[src/rtl/lookahead_mpram_pkg.sv]
`default_nettype none
// +----------------------------------------------------------------------------+
// | lookahead_mpram_pkg: shared FSM encoding and sizing helper for the MPRAM   |
// | Revision: 1.0                                                              |
// +----------------------------------------------------------------------------+
package lookahead_mpram_pkg;

    typedef enum logic [0:0] {
        ST_CLEAR = 1'b0,
        ST_IDLE  = 1'b1
    } state_t;

    function automatic int clog2(input int value);
        int result;
        int remain;
        result = 0;
        remain = value - 1;
        while (remain > 0) begin
            result = result + 1;
            remain = remain >>> 1;
        end
        return result;
    endfunction

endpackage
`default_nettype wire

[src/rtl/lookahead_mpram_bank.sv]
`default_nettype none
// +----------------------------------------------------------------------------+
// | lookahead_mpram_bank: 1W/1R byte-enabled RAM with a registered read        |
// | Revision: 1.0                                                              |
// +----------------------------------------------------------------------------+
module lookahead_mpram_bank #(
    parameter int DATA_WIDTH = 16,
    parameter int DEPTH      = 4,
    parameter int ADDR_WIDTH = 2
) (
    input  logic                    clk,
    input  logic                    we,
    input  logic [ADDR_WIDTH-1:0]   waddr,
    input  logic [DATA_WIDTH-1:0]   wdata,
    input  logic [DATA_WIDTH/8-1:0] wbe,
    input  logic [ADDR_WIDTH-1:0]   raddr,
    output logic [DATA_WIDTH-1:0]   rdata
);

    localparam int BE_WIDTH = DATA_WIDTH / 8;
    localparam logic [ADDR_WIDTH:0] DEPTH_W = (ADDR_WIDTH + 1)'(DEPTH);

    logic [DATA_WIDTH-1:0] r_mem [DEPTH];
    logic                  w_rd_valid;

    assign w_rd_valid = ({1'b0, raddr} < DEPTH_W);

    // Read-before-write: a same-edge write is merged by the owner of this bank.
    always_ff @(posedge clk) begin
        if (we) begin
            for (int b = 0; b < BE_WIDTH; b++) begin
                if (wbe[b]) begin
                    r_mem[waddr][b*8 +: 8] <= wdata[b*8 +: 8];
                end
            end
        end
    end

    always_ff @(posedge clk) begin
        if (w_rd_valid) begin
            rdata <= r_mem[raddr];
        end else begin
            rdata <= '0;
        end
    end

endmodule
`default_nettype wire

[src/rtl/lookahead_mpram.sv]
`default_nettype none
// +----------------------------------------------------------------------------+
// | lookahead_mpram: multi-read-port RAM with write lookahead and bulk clear   |
// | Revision: 1.0                                                              |
// +----------------------------------------------------------------------------+
module lookahead_mpram
    import lookahead_mpram_pkg::*;
#(
    parameter  int DATA_WIDTH     = 16,
    parameter  int DEPTH          = 4,
    parameter  int NUM_RD         = 2,
    parameter  int CLEAR_ON_RESET = 1,
    localparam int ADDR_WIDTH     = (clog2(DEPTH) < 1) ? 1 : clog2(DEPTH),
    localparam int BE_WIDTH       = DATA_WIDTH / 8
) (
    input  logic                         clk,
    input  logic                         reset_n,
    input  logic [ADDR_WIDTH-1:0]        wr_address,
    input  logic [DATA_WIDTH-1:0]        wr_writedata,
    input  logic [BE_WIDTH-1:0]          wr_byteenable,
    input  logic                         wr_write,
    output logic                         wr_waitrequest,
    input  logic                         clr_req,
    input  logic [NUM_RD*ADDR_WIDTH-1:0] rd_address,
    output logic [NUM_RD*DATA_WIDTH-1:0] rd_readdata
);

    localparam logic [ADDR_WIDTH:0]   DEPTH_W     = (ADDR_WIDTH + 1)'(DEPTH);
    localparam logic [ADDR_WIDTH-1:0] LAST_ADDR   = ADDR_WIDTH'(DEPTH - 1);
    localparam state_t                RESET_STATE = (CLEAR_ON_RESET != 0) ? ST_CLEAR : ST_IDLE;

    state_t                r_state;
    state_t                w_state_next;
    logic [ADDR_WIDTH-1:0] r_clr_cnt;
    logic [ADDR_WIDTH-1:0] w_clr_cnt_next;
    logic                  r_waitreq;

    logic                  w_wr_in_range;
    logic                  w_user_we;
    logic                  w_we;
    logic [ADDR_WIDTH-1:0] w_waddr;
    logic [DATA_WIDTH-1:0] w_wdata;
    logic [BE_WIDTH-1:0]   w_wbe;
    logic [DATA_WIDTH-1:0] w_be_mask;
    logic [DATA_WIDTH-1:0] r_byp_data;
    logic [DATA_WIDTH-1:0] r_byp_mask;

    assign w_wr_in_range  = ({1'b0, wr_address} < DEPTH_W);
    assign w_user_we      = reset_n && wr_write && !r_waitreq && w_wr_in_range;
    assign wr_waitrequest = r_waitreq;

    // The clear sweep reuses the single write port, so lookahead sees it too.
    always_comb begin
        w_state_next   = r_state;
        w_clr_cnt_next = r_clr_cnt;
        w_we           = 1'b0;
        w_waddr        = wr_address;
        w_wdata        = wr_writedata;
        w_wbe          = wr_byteenable;
        case (r_state)
            ST_IDLE: begin
                w_we = w_user_we;
                if (clr_req) begin
                    w_state_next   = ST_CLEAR;
                    w_clr_cnt_next = LAST_ADDR;
                end
            end
            ST_CLEAR: begin
                w_we    = reset_n;
                w_waddr = r_clr_cnt;
                w_wdata = '0;
                w_wbe   = '1;
                if (r_clr_cnt == '0) begin
                    w_state_next = ST_IDLE;
                end else begin
                    w_clr_cnt_next = r_clr_cnt - 1'b1;
                end
            end
            default: begin
                w_state_next = RESET_STATE;
            end
        endcase
    end

    always_ff @(posedge clk) begin
        if (!reset_n) begin
            r_state   <= RESET_STATE;
            r_clr_cnt <= LAST_ADDR;
            r_waitreq <= 1'b1;
        end else begin
            r_state   <= w_state_next;
            r_clr_cnt <= w_clr_cnt_next;
            r_waitreq <= (w_state_next == ST_CLEAR);
        end
    end

    for (genvar b = 0; b < BE_WIDTH; b++) begin : g_mask
        assign w_be_mask[b*8 +: 8] = {8{w_wbe[b]}};
    end

    always_ff @(posedge clk) begin
        r_byp_data <= w_wdata & w_be_mask;
        r_byp_mask <= w_be_mask;
    end

    for (genvar i = 0; i < NUM_RD; i++) begin : g_rd
        logic [ADDR_WIDTH-1:0] w_raddr;
        logic [DATA_WIDTH-1:0] w_q;
        logic                  r_hit;
        logic                  r_zero;

        assign w_raddr = rd_address[i*ADDR_WIDTH +: ADDR_WIDTH];

        lookahead_mpram_bank #(
            .DATA_WIDTH (DATA_WIDTH),
            .DEPTH      (DEPTH),
            .ADDR_WIDTH (ADDR_WIDTH)
        ) u_bank (
            .clk   (clk),
            .we    (w_we),
            .waddr (w_waddr),
            .wdata (w_wdata),
            .wbe   (w_wbe),
            .raddr (w_raddr),
            .rdata (w_q)
        );

        always_ff @(posedge clk) begin
            if (!reset_n) begin
                r_hit  <= 1'b0;
                r_zero <= 1'b1;
            end else begin
                r_hit  <= w_we && (w_waddr == w_raddr);
                r_zero <= (r_state == ST_CLEAR) || !({1'b0, w_raddr} < DEPTH_W);
            end
        end

        assign rd_readdata[i*DATA_WIDTH +: DATA_WIDTH] =
            r_zero ? '0 :
            r_hit  ? ((w_q & ~r_byp_mask) | r_byp_data) : w_q;
    end

endmodule
`default_nettype wire

[config.mk]
export PLATFORM = sky130hd
export DESIGN_NAME = lookahead_mpram
export DESIGN_NICKNAME = d
export VERILOG_FILES = /design/src/rtl/lookahead_mpram_pkg.sv /design/src/rtl/lookahead_mpram_bank.sv /design/src/rtl/lookahead_mpram.sv
export SDC_FILE = /design/constraint.sdc
export NUM_CORES = 1
export LEC_CHECK = 0
export BUFFER_PORTS_ARGS = -buffer_cell sky130_fd_sc_hd__buf_2
export CAP_MARGIN = 0
export CORE_ASPECT_RATIO = 0.5
export CORE_MARGIN = 3
export CORE_UTILIZATION = 35
export CTS_BUF_LIST = sky130_fd_sc_hd__clkbuf_8 sky130_fd_sc_hd__clkbuf_16
export CTS_CLUSTER_DIAMETER = 200
export DETAILED_ROUTE_END_ITERATION = 8
export HOLD_SLACK_MARGIN = 0.02
export SLEW_MARGIN = 40
export SYNTH_ARGS = -nofsm -noshare
export SYNTH_HDL_FRONTEND = slang
export SYNTH_SLANG_ARGS = --single-unit
export TNS_END_PERCENT = 30
[constraint.sdc]
create_clock -name clk -period 4.17 [get_ports clk]
set_input_delay 0.2085 -clock clk [delete_from_list [all_inputs] [get_ports clk]]
set_output_delay 0.2085 -clock clk [all_outputs]
set_load 0.01 [all_outputs]
# Yosys cells after proc, flatten, opt, wreduce, memory -nomap -nowiden
# Memory sizes are Yosys's and may differ from the RTL's. A register that Yosys moved wholly into a read port is not among the register bits.
# Cells that the tools add are included.
[totals]
word_cells = 50
out_inout_bits = 33
regBits = 32
ram_bits = 128
input_bits = 28
memories = 2
[op_classes]
reduce_logical = 7
muxes = 20
bitwise_logic = 8
n_eq_ne = 4
add_sub_neg = 1
[memory_table]
columns = ["memory", "depth", "word_bits", "read_ports", "rd_ports_with_merged_regs", "wr", "line", "text"]
rows = [
  ["g_rd[0].u_bank.r_mem", 4, 16, 1, 1, 1, "lookahead_mpram_bank.sv:23", "logic [DATA_WIDTH-1:0] r_mem [DEPTH];"],
  ["g_rd[1].u_bank.r_mem", 4, 16, 1, 1, 1, "lookahead_mpram_bank.sv:23", ""],
]
[ops]
columns = ["op", "count"]
rows = [
  ["two-way mux 16 bit", 5],
  ["bitwise AND 16 bit", 3],
  ["bitwise OR 16 bit", 2],
  ["inverter 16 bit", 1],
  ["two-way mux 1 bit", 8],
  ["two-way mux 2 bit", 4],
  ["equality test 2 bit", 2],
  ["logical AND 1 bit", 4],
  ["!= test 2 bit, second input constant", 2],
  ["one-hot mux 1 bit (2 select lines)", 2],
  ["one-hot mux 2 bit (2 select lines)", 1],
  ["zero test 2 bit", 1],
  ["inverter 1 bit", 2],
  ["AND reduction 2 bit", 1],
  ["subtractor 2 x 1 -> 2 bit, second input constant", 1],
  ["zero test 1 bit", 1],
]

# Logic depth before layout (Yosys ltp)
# Gate-level depths: netlist (run 1).
[depth]
ltp_word = 5
mapped_depth = 5
depth_no_buf = 5

# Modules after synthesis
# From an unflattened synthesis (run 1), not the netlist that was laid out.
[hier_totals]
cells_unflattened = 382
area_unflattened_um2 = 6807.8
[modules_own_cells]
columns = ["module", "seq_area_each_um2", "area_each_um2", "cells_each", "n_inst"]
rows = [
  ["lookahead_mpram_bank", 2242.2, 2743.9, 108, 2],
  ["lookahead_mpram", 500.5, 1320.0, 166, 1],
]

# Worst setup path before layout (run 1)
# No wires, ideal clock.
[synth_timing]
path_kind = "reg-to-reg"
from = "register r_state"
to = "memory g_rd[1].u_bank.r_mem[3][0] (enable)"
path_stages_with_launch = 5
path_buffers = 1
period_less_slack_ns = 1.605
setup_slack_ns = 2.565
arrival_time_ns = 1.235
path_cell_list = "dfxtp_1 > buf_6 > mux2i_4 > or2_1 > nor2_1"
[synth_via]
elab_chain_cells = 4
elab_cells_between_ends = 7
classes_between = "mux: 6; bitwise: 1"
[synth_rtl]
columns = ["item", "line", "text"]
rows = [
  ["start: declaration", "lookahead_mpram.sv:32", "state_t r_state;"],
  ["start signal: assignment", "lookahead_mpram.sv:91", "r_state <= w_state_next;"],
  ["inverter 1 bit or two-way mux 2 bit (tied branches)", "--", ""],
  ["one-hot mux 1 bit (2 select lines) or two-way mux 1 bit (tied branches)", "lookahead_mpram.sv:60, lookahead_mpram_bank.sv:32", ""],
  ["two-way mux 1 bit", "lookahead_mpram_bank.sv:30", "if (we) begin"],
  ["two-way mux 1 bit (not written as such)", "lookahead_mpram_bank.sv:33", "r_mem[waddr][b*8 +: 8] <= wdata[b*8 +: 8];"],
  ["end: declaration", "lookahead_mpram_bank.sv:23", ""],
]
# Several ways; a longest one is shown, not always the timed one.

# Worst setup path in the final report (run 1)
[layout_timing]
from = "register g_rd[1].r_hit"
to = "output rd_readdata[17]"
[layout_via]
elab_chain_cells = 2
[layout_rtl]
columns = ["item", "line", "text"]
rows = [
  ["start: declaration", "lookahead_mpram.sv:109", "logic r_hit;"],
  ["start signal: assignment", "lookahead_mpram.sv:133", "r_hit <= w_we && (w_waddr == w_raddr);"],
  ["two-way mux 16 bit", "lookahead_mpram.sv:140", "r_hit ? ((w_q & ~r_byp_mask) | r_byp_data) : w_q;"],
  ["two-way mux 16 bit", "lookahead_mpram.sv:139", "r_zero ? '0 :"],
  ["end: declaration", "lookahead_mpram.sv:25", "output logic [NUM_RD*DATA_WIDTH-1:0] rd_readdata"],
]
# Every way passes these cells.

==> results of run 1 <==
## cell usage after synthesis
library cell	count	area, um2
and2_1	17	106
buf_2	9	45.0
inv_1	3	11.3
nor3_1	2	10.0
or2_1	1	6.26
edfxtp_1	64	1920
nor3_2	1	10.0
nor2_1	41	154
nor2b_1	1	6.26
and2_0	1	6.26
clkbuf_1	6	22.5
ha_1	1	12.5
and3_1	16	100
o21ai_1	4	20.0
mux2i_4	2	45.0
a22oi_1	32	240
xnor2_1	4	35.0
nand2_1	7	26.3
a211oi_1	2	15.0
and3b_1	2	17.5
o21ai_0	1	5.00
mux4_2	32	721
nand2b_1	4	25.0
a21oi_1	1	5.00
buf_6	5	56.3
dfxtp_1	57	1140
## layer usage
metal	part of all wire	track usage	routed length, um
met1	0.44	0.199	4740
met2	0.49	0.249	5220
met3	0.060	0.0500	649
met4	0.013	0.0445	141
met5	0	0	0
## through the flow
stage          cell area (um2)  utilization  instances
2_1_floorplan             4760            -        316
3_3_place_gp              5180        0.399        530
3_5_place_dp              5180        0.399        530
4_1_cts                   5690        0.438        562
5_1_grt                   5700        0.439        562
6_report                  5700        0.439        562
## power groups by stage
stage / registers [mW] / clock network, mW / logic [mW]
global route: 1.63 / 1.31 / 0.614
detailed placement: 1.63 / 0 / 0.555
finish: 1.61 / 1.23 / 0.551
floorplan: 1.57 / 0 / 0.425
CTS: 1.61 / 1.25 / 0.557
global placement: 1.63 / 0 / 0.546
## cells in the final DEF (no fill, tap or decap), types with 7 or more instances in the layout
| cell | Yosys | layout |
|---|---|---|
| edfxtp_1 | 64 | 64 |
| buf_2 | 9 | 60 |
| and2_1 | 17 | 17 |
| nor2_1 | 41 | 38 |
| and3_1 | 16 | 16 |
| mux4_2 | 32 | 32 |
| a22oi_1 | 32 | 32 |
| inv_1 | 3 | 11 |
| clkbuf_16 | 0 | 17 |
| nand2_1 | 7 | 7 |
| dfxtp_1 | 57 | 57 |
## area by class of cell
type	instances	area [um2]
flip-flops and latches	121	3060
fillers	1177	7290
multi-input cells	172	1570
clock inverters	13	53.8
repair buffers	64	330
clock buffers	19	453
well taps	170	213
inverters	3	11.3
## flip-flops by register name, indices dropped and copies added, names as in the netlist
name,count
g_rd.r_hit,2
r_byp_mask,2
g_rd.u_bank.r_mem,64
r_clr_cnt,2
g_rd.r_zero,1
r_state,1
r_byp_data,16
wr_waitrequest,1
g_rd.u_bank.rdata,32
## cell families (layout without fill, tap and decap cells)
| group | Yosys count | in the layout | synth area share |
|---|---|---|---|
| muxes | 34 | 34 | 0.161 |
| and+or+nand+nor | 93 | 93 | 0.0982 |
| DFF | 121 | 121 | 0.643 |
| AOI/OAI and AO/OA | 40 | 40 | 0.0599 |
| adders and majority gates | 1 | 1 | 0.00263 |
| buffers and inverters | 23 | 99 | 0.0284 |
| xor gates and xnor gates | 4 | 4 | 0.00735 |
## path summary, 6_finish.rpt
kind                                      to                       start  slack, ns
setup / recovery             rd_readdata[17]               g_rd[1].r_hit       1.81
hold / removal                wr_waitrequest                     reset_n       0.04
setup reg to reg  g_rd[1].u_bank.r_mem[2][6]                     r_state       1.97
hold reg to reg      g_rd[1].u_bank.rdata[6]  g_rd[1].u_bank.r_mem[2][6]       0.57
## worst register-to-register path, cell delays in order (launching register included)
cell	delay, ns
dfxtp_1	0.70
mux2i_4	0.41
nand2b_1	0.14
nor2_1	0.58
==> flow_metrics.tcl, run 1 <==
set metrics [dict create \
    antennaDiodeCount 0 \
    skew_ns 0.00752 \
    cts_hold_buf 0 \
    worst_setup_path_end_kind "output pin" \
    startpoint_type "register" \
    clkPwrFrac 0.363 \
    p_int_mw 2.49 \
    maxSlewViolCount 0 \
    seqPwrFrac 0.474 \
    p_per_area_nw_per_um2 596 \
    period_needed_ns 2.36 \
    yosysWarnings 0 \
    post-cts-setup-buffers 0 \
    grt_max_degree 33 \
    grt_pass1_wl_um 16700 \
    irDropWorstVdd_mv 0.280 \
    hpwl_um 7150 \
    timing.final.hold_violations 0 \
    reg2reg_depth 3 \
    cts_buffers 17 \
    leakagePower_nw 2.29 \
    setup.worst_path.class "reg2out" \
    setup_viol 0 \
    critPathRequiredTime_ns 3.96 \
    arrival_ns 2.16 \
    relSlewSlack 0.505 \
    total_power_mw 3.39 \
    min_period_over_period 0.567 \
    fmax_mhz 423 \
    initial_core_util 0.367 \
    fp.dieW_um 171 \
    seq_area_frac_synth 0.643 \
    slowest_delay_ns 0.68 \
    insertion_delay_ns 0.40 \
    synth_area_um2 4760 \
    cts_tree "yes" \
    synthCells 316 \
    grt_pass1_vias 2881 \
    area_growth_pct 19.6 \
    ys_seq_elements 121 \
    clk_path_buf_depth 2 \
    hold_ws_ns 0.0426 \
    coreArea_um2 13000 \
    crit_cells 5 \
    gr-total-overflow 0 \
    placement.io_buffers 60 \
    drtIter0Drc 221 \
    fin_ws_ns 1.81 \
    crit_chain "buf_4, nand2_1, a22oi_1, nor2_1, buf_2" \
    cp_num_buf_inv 2 \
    maxCapViolCount 0 \
    finalNetCount 408 \
    switchingPower_mw 0.900 \
    cp_top_family "flip-flops" \
    wirelength_um 10800 \
    viasPerCell 5.10 \
    cts_max_level 4 \
    cts-root-buf "clkbuf_16" \
    drtAntennaViolNets 0 \
    hp-class "in2reg" \
    synth_fp_nets 345 \
    tightest_slew_ns 0.739 \
    vias 2867 \
    hold_depth 2 \
    drc 0 \
    die_y_um 88.5 \
    pre_cts_slack_ns 1.91 \
    antenna_found_initial 0 \
    num_rows 29 \
    clk_pin_slew_worst_paths_ns 0.05 \
    outcome "finished, final reports clean" \
    numClockSinks 121 \
    p_comb_frac 0.162 \
    rsz0062_at_grt "no" \
    slowest_stage "dfxtp_1" \
    wl_per_cell_um 19.1 \
    dr.pass1.iters 4 \
    fp.dieArea_um2 15100 \
    synth.distinct_cells 26 \
    io_pins 61 \
    synth_area_per_cell_um2 15.1 \
    track_usage 0.153 \
    gp_congestion 0.723 \
    drive_gt1_frac 0.319 \
    post_cts.resized_instances 0 \
    path_max_fanout 11 \
    setup_tns_ns 0 \
    power_switching_share 0.265 \
]
(Power assumes the default switching activity.)
==> run 2, diff against run 1 <==
==> constraint.sdc (replaced) <==
create_clock -name clk -period 2.4 [get_ports clk]
set_input_delay 0.12 -clock clk [delete_from_list [all_inputs] [get_ports clk]]
set_output_delay 0.12 -clock clk [all_outputs]
set_load 0.01 [all_outputs]
==> run 2 against run 1 <==
  * Register-to-register slack lost 1.6 ns
  * Via count increased by 1.0%
  * Die area stayed put
  * Worst hold slack gained 0.064 ns
  * Setup slack got worse by 1.4 ns
  * Clock power is 110% higher
  * First-iteration DRC count shrank 16%
  * Cell count increased by 4.4%
  * Highest routed layer unchanged
  * Critical path type unchanged
  * Total power is 89% higher
  * Non-clock buffer count is 25 higher
==> flow_metrics.tcl, run 2 (synthesized netlist as in run 1, its figures left out) <==
set metrics [dict create \
    gr-total-overflow 0 \
    clk_pin_slew_worst_paths_ns 0.05 \
    top_register "g_rd.u_bank.r_mem" \
    cts_tree "yes" \
    relSlewSlack 0.472 \
    drtIter0Drc 185 \
    antennaDiodeCount 0 \
    antenna_found_initial 0 \
    arrival_ns 1.88 \
    fp.dieArea_um2 15100 \
    path_max_fanout 9 \
    post_cts.resized_instances 0 \
    drive_gt1_frac 0.319 \
    numClockSinks 121 \
    worst_setup_path_end_kind "output pin" \
    io_pins 61 \
    drtAntennaViolNets 0 \
    period_needed_ns 2.00 \
    hpwl_um 6950 \
    setup_tns_ns 0 \
    outcome "finished, final reports clean" \
    layout_commonest_cell "edfxtp_1" \
    cts-root-buf "clkbuf_16" \
    hp-class "in2reg" \
    grt_pass1_wl_um 16900 \
    post-route-util 0.465 \
    drc 0 \
    mostFrequentLayoutCells "edfxtp_1, buf_2, dfxtp_1" \
    top_usage_layer "met2" \
    setup_viol 0 \
    wl_per_cell_um 18.2 \
    dp.cells 536 \
    p_per_area_nw_per_um2 1060 \
    maxCapViolCount 0 \
    area_growth_pct 26.8 \
    coreArea_um2 13000 \
    fmax_mhz 499 \
    total_power_mw 6.40 \
    timing.final.hold_violations 0 \
    cts_hold_buf 19 \
    nFillCells 1173 \
    startpoint_type "register" \
    fin_ws_ns 0.398 \
    rsz0062_at_grt "no" \
    track_usage 0.153 \
    leakagePower_nw 2.43 \
    met2_usage 0.258 \
    initial_core_util 0.367 \
    post-cts-setup-buffers 0 \
    wirelength_um 10700 \
    irDropWorstVdd_mv 0.565 \
    cts_max_level 4 \
    largest_reg_flops 64 \
    viasPerCell 4.93 \
    met3_usage 0.0415 \
    min_period_over_period 0.834 \
    setup.worst_path.class "reg2out" \
    critPathRequiredTime_ns 2.28 \
    vias 2896 \
    fp.dieW_um 171 \
    grtUsageMet1 0.195 \
    clk_path_buf_depth 2 \
    stdcell_count 587 \
    tightest_slew_ns 0.788 \
    finalNetCount 433 \
    num_rows 29 \
    maxSlewViolCount 0 \
    die_y_um 88.5 \
    dr.pass1.iters 4 \
    grt_max_degree 41 \
    gp_congestion 0.704 \
    placement.io_buffers 60 \
    cts_buffers 17 \
    pre_cts_slack_ns 0.492 \
    skew_ns 0.0112 \
    insertion_delay_ns 0.41 \
    top_regs "g_rd.u_bank.r_mem (64), g_rd.u_bank.rdata (32), r_byp_data (16)" \
    grt_pass1_vias 3102 \
]
run 2: cell types whose count changed in the layout (fill, tap and decap cells not counted), sizes merged:
| cell | before | now |
|---|---|---|
| buf | 64 | 70 |
| dlygate4sd3 | 0 | 19 |
| clkbuf | 19 | 21 |
| clkinvlp | 0 | 1 |
| inv | 11 | 7 |
| bufinv | 0 | 3 |
| clkinv | 5 | 3 |
run 2: worst max-delay path, stage by stage, from the launching register on:
cell	delay, ns
dfxtp_1	0.58
nand2_1	0.38
a22oi_1	0.31
nor2_1	0.06
buf_2	0.15
run 2: stage by stage:
stage / hold slack [ns] / cell area (um2)
5_1_grt: 0.118 / 6040
6_report: 0.107 / 6040
4_1_cts: 0.104 / 6040
3_3_place_gp: 0.358 / 5230
2_1_floorplan: 0.182 / 4760
3_5_place_dp: 0.362 / 5230
run 2: final timing paths:
check                              from                      end  slack (ns)  cells after the start
max reg2reg                     r_state           wr_waitrequest        0.41                      5
min                    wr_byteenable[0]            r_byp_mask[7]        0.11                      2
min reg2reg  g_rd[1].u_bank.r_mem[3][1]  g_rd[1].u_bank.rdata[1]        0.57                      1
max                       g_rd[1].r_hit          rd_readdata[31]        0.40                      4
run 2: metal layers:
| metal | part of all wire | routed length [um] | vias to the layer above |
|---|---|---|---|
| met5 | 0 | 0 | - |
| met4 | 0.0064 | 68 | 0 |
| met3 | 0.056 | 600 | 4 |
| met2 | 0.50 | 5350 | 68 |
| met1 | 0.44 | 4660 | 1446 |
| li1 | - | - | 1378 |
run 2: layout make-up:
class	count	area, um2	share of cell area
flip-flops and latches	121	3060	0.507
multi-input cells	172	1570	0.260
repair buffers	89	566	0.0936
clock buffers	21	492	0.0814
well taps	170	213	0.0352
clock inverters	11	126	0.0209
inverters	3	11.3	0.00186
run 2: power breakdown:
group,switching (mW),internal [mW]
logic,0.585,0.454
clock network,0.843,1.75
registers,0.170,2.60
